### src/rtl/note_voice_alloc.sv
// note_voice_alloc: decodes note commands arriving from a UART receiver and
// maps them onto a small pool of polyphonic voices with oldest-voice stealing.
module note_voice_alloc #(
  parameter int C_DATA_WIDTH = 8,
  parameter int C_VOICES     = 4,
  parameter int C_NOTE_WIDTH = 7,
  parameter int C_TIMEOUT    = 1_000_000
) (
  input  logic                             clk,
  input  logic                             rstb,
  input  logic                             rxValid,
  output logic                             rxAck,
  input  logic [C_DATA_WIDTH-1:0]          rxData,
  input  logic                             rxErr,
  output logic [C_VOICES-1:0]              voiceOn,
  output logic [C_VOICES*C_NOTE_WIDTH-1:0] voiceNote,
  output logic [C_VOICES-1:0]              voiceTrig,
  output logic                             cmdErr
);

  localparam int RANK_W = (C_VOICES > 1) ? $clog2(C_VOICES) : 1;
  localparam int CNT_W  = $clog2(C_TIMEOUT + 1);

  localparam logic [C_DATA_WIDTH-1:0] ST_NOTE_ON  = C_DATA_WIDTH'(8'h90);
  localparam logic [C_DATA_WIDTH-1:0] ST_NOTE_OFF = C_DATA_WIDTH'(8'h80);
  localparam logic [C_DATA_WIDTH-1:0] ST_ALL_OFF  = C_DATA_WIDTH'(8'hB0);
  localparam logic [CNT_W-1:0]        CNT_LAST    = CNT_W'(C_TIMEOUT - 1);
  localparam logic [RANK_W-1:0]       RANK_OLDEST = RANK_W'(C_VOICES - 1);

  typedef enum logic [1:0] {
    IDLE,
    WAIT_NOTE,
    APPLY
  } state_t;

  typedef enum logic [1:0] {
    OP_ON,
    OP_OFF,
    OP_ALL
  } op_t;

  state_t                  state;
  op_t                     op;
  logic [C_NOTE_WIDTH-1:0] note_q;
  logic [CNT_W-1:0]        cnt;

  logic is_data;
  logic is_on;
  logic is_off;
  logic is_all;

  logic [C_NOTE_WIDTH-1:0] note_arr [C_VOICES];
  logic [RANK_W-1:0]       rank     [C_VOICES];

  logic              hit;
  logic [RANK_W-1:0] hit_idx;
  logic              free_found;
  logic [RANK_W-1:0] free_idx;
  logic [RANK_W-1:0] old_idx;
  logic [RANK_W-1:0] tgt_idx;

  assign is_data = ~rxData[C_DATA_WIDTH-1];
  assign is_on   = (rxData == ST_NOTE_ON);
  assign is_off  = (rxData == ST_NOTE_OFF);
  assign is_all  = (rxData == ST_ALL_OFF);

  // Command FSM: paces the UART handshake, assembles status+data pairs and flags protocol errors.
  always_ff @(posedge clk or negedge rstb) begin
    if (!rstb) begin
      state  <= IDLE;
      op     <= OP_ON;
      note_q <= '0;
      cnt    <= '0;
      rxAck  <= 1'b0;
      cmdErr <= 1'b0;
    end else begin
      rxAck  <= 1'b0;
      cmdErr <= 1'b0;
      case (state)
        IDLE: begin
          if (rxAck) begin
            if (rxErr) begin
              cmdErr <= 1'b1;
            end else if (is_on || is_off) begin
              op    <= is_on ? OP_ON : OP_OFF;
              cnt   <= '0;
              state <= WAIT_NOTE;
            end else if (is_all) begin
              op    <= OP_ALL;
              state <= APPLY;
            end else begin
              cmdErr <= 1'b1;
            end
          end else if (rxValid) begin
            rxAck <= 1'b1;
          end
        end
        WAIT_NOTE: begin
          if (rxAck) begin
            if (rxErr) begin
              cmdErr <= 1'b1;
              state  <= IDLE;
            end else if (is_data) begin
              note_q <= rxData[C_NOTE_WIDTH-1:0];
              state  <= APPLY;
            end else begin
              cmdErr <= 1'b1;
              if (is_on || is_off) begin
                op    <= is_on ? OP_ON : OP_OFF;
                cnt   <= '0;
                state <= WAIT_NOTE;
              end else if (is_all) begin
                op    <= OP_ALL;
                state <= APPLY;
              end else begin
                state <= IDLE;
              end
            end
          end else if (cnt == CNT_LAST) begin
            cmdErr <= 1'b1;
            cnt    <= '0;
            state  <= IDLE;
          end else begin
            cnt <= cnt + CNT_W'(1);
            if (rxValid) begin
              rxAck <= 1'b1;
            end
          end
        end
        APPLY: begin
          state <= IDLE;
        end
        default: begin
          state <= IDLE;
        end
      endcase
    end
  end

  // Voice selection: lowest voice already holding the note, else lowest free voice, else the oldest.
  always_comb begin
    hit        = 1'b0;
    hit_idx    = '0;
    free_found = 1'b0;
    free_idx   = '0;
    old_idx    = '0;
    for (int v = C_VOICES - 1; v >= 0; v--) begin
      if (voiceOn[v] && (note_arr[v] == note_q)) begin
        hit     = 1'b1;
        hit_idx = RANK_W'(v);
      end
      if (!voiceOn[v]) begin
        free_found = 1'b1;
        free_idx   = RANK_W'(v);
      end
      if (rank[v] == RANK_OLDEST) begin
        old_idx = RANK_W'(v);
      end
    end
    if (hit) begin
      tgt_idx = hit_idx;
    end else if (free_found) begin
      tgt_idx = free_idx;
    end else begin
      tgt_idx = old_idx;
    end
  end

  // Voice state: applies the latched command during APPLY and keeps the age ranking consistent.
  always_ff @(posedge clk or negedge rstb) begin
    if (!rstb) begin
      voiceOn   <= '0;
      voiceTrig <= '0;
      for (int v = 0; v < C_VOICES; v++) begin
        note_arr[v] <= '0;
        rank[v]     <= RANK_W'(v);
      end
    end else begin
      voiceTrig <= '0;
      if (state == APPLY) begin
        case (op)
          OP_ON: begin
            voiceTrig[tgt_idx] <= 1'b1;
            if (!hit) begin
              voiceOn[tgt_idx]  <= 1'b1;
              note_arr[tgt_idx] <= note_q;
              for (int v = 0; v < C_VOICES; v++) begin
                if (rank[v] < rank[tgt_idx]) begin
                  rank[v] <= rank[v] + RANK_W'(1);
                end
              end
              rank[tgt_idx] <= '0;
            end
          end
          OP_OFF: begin
            for (int v = 0; v < C_VOICES; v++) begin
              if (voiceOn[v] && (note_arr[v] == note_q)) begin
                voiceOn[v] <= 1'b0;
              end
            end
          end
          OP_ALL: begin
            voiceOn <= '0;
          end
          default: begin
          end
        endcase
      end
    end
  end

  // Flatten the per-voice note registers onto the packed output bus.
  for (genvar g = 0; g < C_VOICES; g++) begin : g_note_out
    assign voiceNote[g*C_NOTE_WIDTH +: C_NOTE_WIDTH] = note_arr[g];
  end

endmodule

### config.mk
export PLATFORM = sky130hd
export DESIGN_NAME = note_voice_alloc
export DESIGN_NICKNAME = d
export VERILOG_FILES = /design/src/rtl/note_voice_alloc.sv
export SDC_FILE = /design/constraint.sdc
export NUM_CORES = 1
export LEC_CHECK = 0
export ABC_CLOCK_PERIOD_IN_PS = 3570
export CORE_MARGIN = 2
export CORE_UTILIZATION = 55
export DETAILED_ROUTE_END_ITERATION = 16
export GPL_ROUTABILITY_DRIVEN = 0
export MAX_ROUTING_LAYER = met4
export PLACE_DENSITY = 0.74
export SYNTH_ARGS = -nofsm -noshare
export SYNTH_HDL_FRONTEND = slang
export SYNTH_SLANG_ARGS = --single-unit
### constraint.sdc
create_clock -name clk -period 3.57 [get_ports clk]
set_input_delay 0.357 -clock clk [delete_from_list [all_inputs] [get_ports clk]]
set_output_delay 0.357 -clock clk [all_outputs]
set_load 0.01 [all_outputs]
==> impl_metrics.json <==
{
  "startpoint_type": "flop",
  "post-cts-setup-buffer-count": 0,
  "finalClockSkew_ps": 12.5,
  "syn_avg_cell_area_sq_um": 10.1,
  "synth_edf_count": 0,
  "arrival_ps": 3600,
  "yosysMostFrequentCell": "dfrtp_1",
  "area_delta_synth_final_pct": 16.1,
  "finalCriticalPeriod_ps": 3320,
  "synth_top_cell_by_area": "dfrtp_1",
  "port_buffers": 49,
  "synth.cell_area_sq_um": 4380,
  "finalSetupViolCount": 0,
  "clk_pin_slew_ps": 90,
  "grt_pass1_vias": 3374,
  "htree_levels": 3,
  "p_leak_nw": 2.24,
  "tritoncts": "yes",
  "p_per_area_nw_per_um2": 406,
  "ys_ff_latch": 77,
  "drtPass1Iterations": 6,
  "core_area_sq_um": 7730,
  "dieArea_sq_um": 8700,
  "relSlewSlack": 0.353,
  "drtIter0Drc": 157,
  "die_h_microns": 93.3,
  "ir_drop_v": 0.000273,
  "synth_cell_types": 59,
  "syn_inst": 433,
  "synth.cells.most_frequent": "dfrtp_1, o21ai_0, nor2_1, mux2_2, nand2_1",
  "drt-total-wl_microns": 9740,
  "cts_root_buffer": "clkbuf_8",
  "cts_buffers": 9,
  "setup_tns_ps": 0,
  "io_pins": 50,
  "numClockSinks": 77,
  "status": "completed",
  "viasPerCell": 6.00,
  "drc": 0,
  "critPathMaxFanout": 10,
  "wl_per_cell_microns": 16.7,
  "track_usage": 0.246,
  "path_class": "flop to flop",
  "antenna_found_initial": 0,
  "grt_max_degree": 78,
  "synthArstFlopShare": 1.00,
  "tightest_slew_ps": 971,
  "end_kind": "flop",
  "synth_top_area_frac": 0.417,
  "seq_area_frac_synth": 0.441,
  "fin_crit_sh": 0.930,
  "dr_total_vias": 3506,
  "die_w_microns": 93.3,
  "slew_viol_final": 0,
  "fmax_mhz": 301,
  "ant_nets": 0,
  "report.power.total_mw": 2.07,
  "synth_ff_type": "dfrtp_1",
  "start_util": 0.567,
  "hold_viol": 0,
  "worstPathRequired_ps": 3850,
  "fp-row-count": 32,
  "antennaDiodeCount": 0,
  "rsz0062_at_grt": "false",
  "synth.area.top_cells": "dfrtp_1, mux2_2, o21ai_0",
  "post-dp-hpwl_microns": 6940,
  "nets": 502,
  "drive_above_1_share": 0.141,
  "clock_latency_ps": 360,
  "ys_warn_count": 0,
  "grt_pass1_wl_microns": 16300,
  "synth_nets": 457,
  "drv_cap": 0,
  "min_path_type": "input port to async pin",
  "clk_path_buf_depth": 2,
  "cts_hold_buf": 0,
  "overflow": 0
}
[per-layer routing]
metal  vias to the layer above  track usage  routed length (microns)  share of wire
met5                         -            -                        0              0
met4                         0       0.0637                      100          0.010
met3                         9       0.0500                      377          0.039
met2                        83        0.390                     4730           0.49
met1                      1738        0.325                     4530           0.46
li1                       1676            -                        -              -
[state kept, by name (all words and copies together) (netlist names)]
register   count
rxAck          1
cnt           20
note_q         7
voiceNote     28
voiceTrig      4
op             2
voiceOn        4
rank           8
state          2
cmdErr         1
[path summary, 6_finish.rpt]
kind | start | to | slack [ps] | depth (start not counted)
setup / recovery | note_q[3]$_DFFE_PN0P_ | rank[1]$_DFFE_PN1P_ | 250 | 12
hold / removal | rstb | voiceNote[26]$_DFFE_PN0P_ | 130 | 1
setup reg to reg | note_q[3]$_DFFE_PN0P_ | rank[1]$_DFFE_PN1P_ | 250 | 12
hold reg to reg | cnt[19]$_DFFE_PN0P_ | cnt[19]$_DFFE_PN0P_ | 510 | 1
max in group asynchronous | rstb | cnt[17]$_DFFE_PN0P_ | 2790 | 1
min in group clk | cnt[19]$_DFFE_PN0P_ | cnt[19]$_DFFE_PN0P_ | 510 | 1
[stage by stage]
step,setup slack (ps),cell area [sq um],instances,util,hold slack [ps]
4_1_cts,226,5090,584,0.659,191
3_3_place_gp,343,4920,569,0.636,480
2_1_floorplan,572,4380,433,-,61.4
5_1_grt,15.0,5090,584,0.659,231
3_5_place_dp,258,4920,569,0.636,505
6_report,250,5090,584,0.659,128
[logic make-up after synthesis]
logic type                 after synthesis  synth area share
AOI/OAI and AO/OA                      101             0.148
adders and majority gates               12            0.0342
muxes                                   39            0.0990
and+or+nand+nor                        139             0.178
buffers and inverters                   34            0.0368
DFF                                     77             0.441
xor gates and xnor gates                31            0.0636
[critical path: stages, from the launching register on]
cell and delay, ps:
dfrtp_1 550, xor2_2 230, nor4_4 340, nand4_4 250, and2_1 260, nor2_1 270, nand2_1 80, o21ai_1 220
ha_1 330, inv_1 70, a221oi_1 50, or4_1 490, o211ai_1 100
[report_power, final]
group / switching (mW) / leakage (nW) / internal, mW
clock: 0.348 / 0.0836 / 0.255
sequential: 0.122 / 1.02 / 0.944
combinational: 0.225 / 1.14 / 0.173
total: 0.695 / 2.24 / 1.37
[layout by cell type (no fill, tap or decap), types with 3 or more instances in the layout]
master	netlist	final
inv_1	17	17
o31ai_1	6	6
o21ai_1	3	4
dfrtp_1	73	73
mux2i_1	4	4
nand3_1	12	12
a211o_1	3	3
a31oi_1	4	4
or3_1	5	5
a21oi_1	19	19
nor2b_1	5	5
clkdlybuf4s50_1	0	48
clkbuf_8	0	9
xnor2_1	16	16
o21ai_0	38	37
xor2_1	14	14
or4_1	3	3
o211ai_1	4	4
and2_1	5	5
nor4_1	4	4
or2_2	4	4
buf_4	2	3
nand4_1	13	13
nor3_1	6	6
nor2_1	36	36
dfstp_2	4	4
nand2b_1	3	3
and3_1	5	5
a211oi_1	4	4
ha_1	12	12
mux2_2	33	33
nand2_1	27	27
[timing repair]
action                                  in CTS  in global routing
hold endpoints to repair                     0                  0
resized for setup                            0                  1
endpoints found under the setup margin       0                  2
[cell type report]
type / instances / area [sq um]
Clock inverter: 6 / 48.8
Sequential cell: 77 / 1930
Tap cell: 102 / 128
Clock buffer: 9 / 124
Inverter: 17 / 63.8
Timing Repair Buffer: 51 / 503
Multi-Input combinational cell: 322 / 2290
Fill cell: 631 / 2640
No activity file was read; power rests on OpenSTA's default activity.
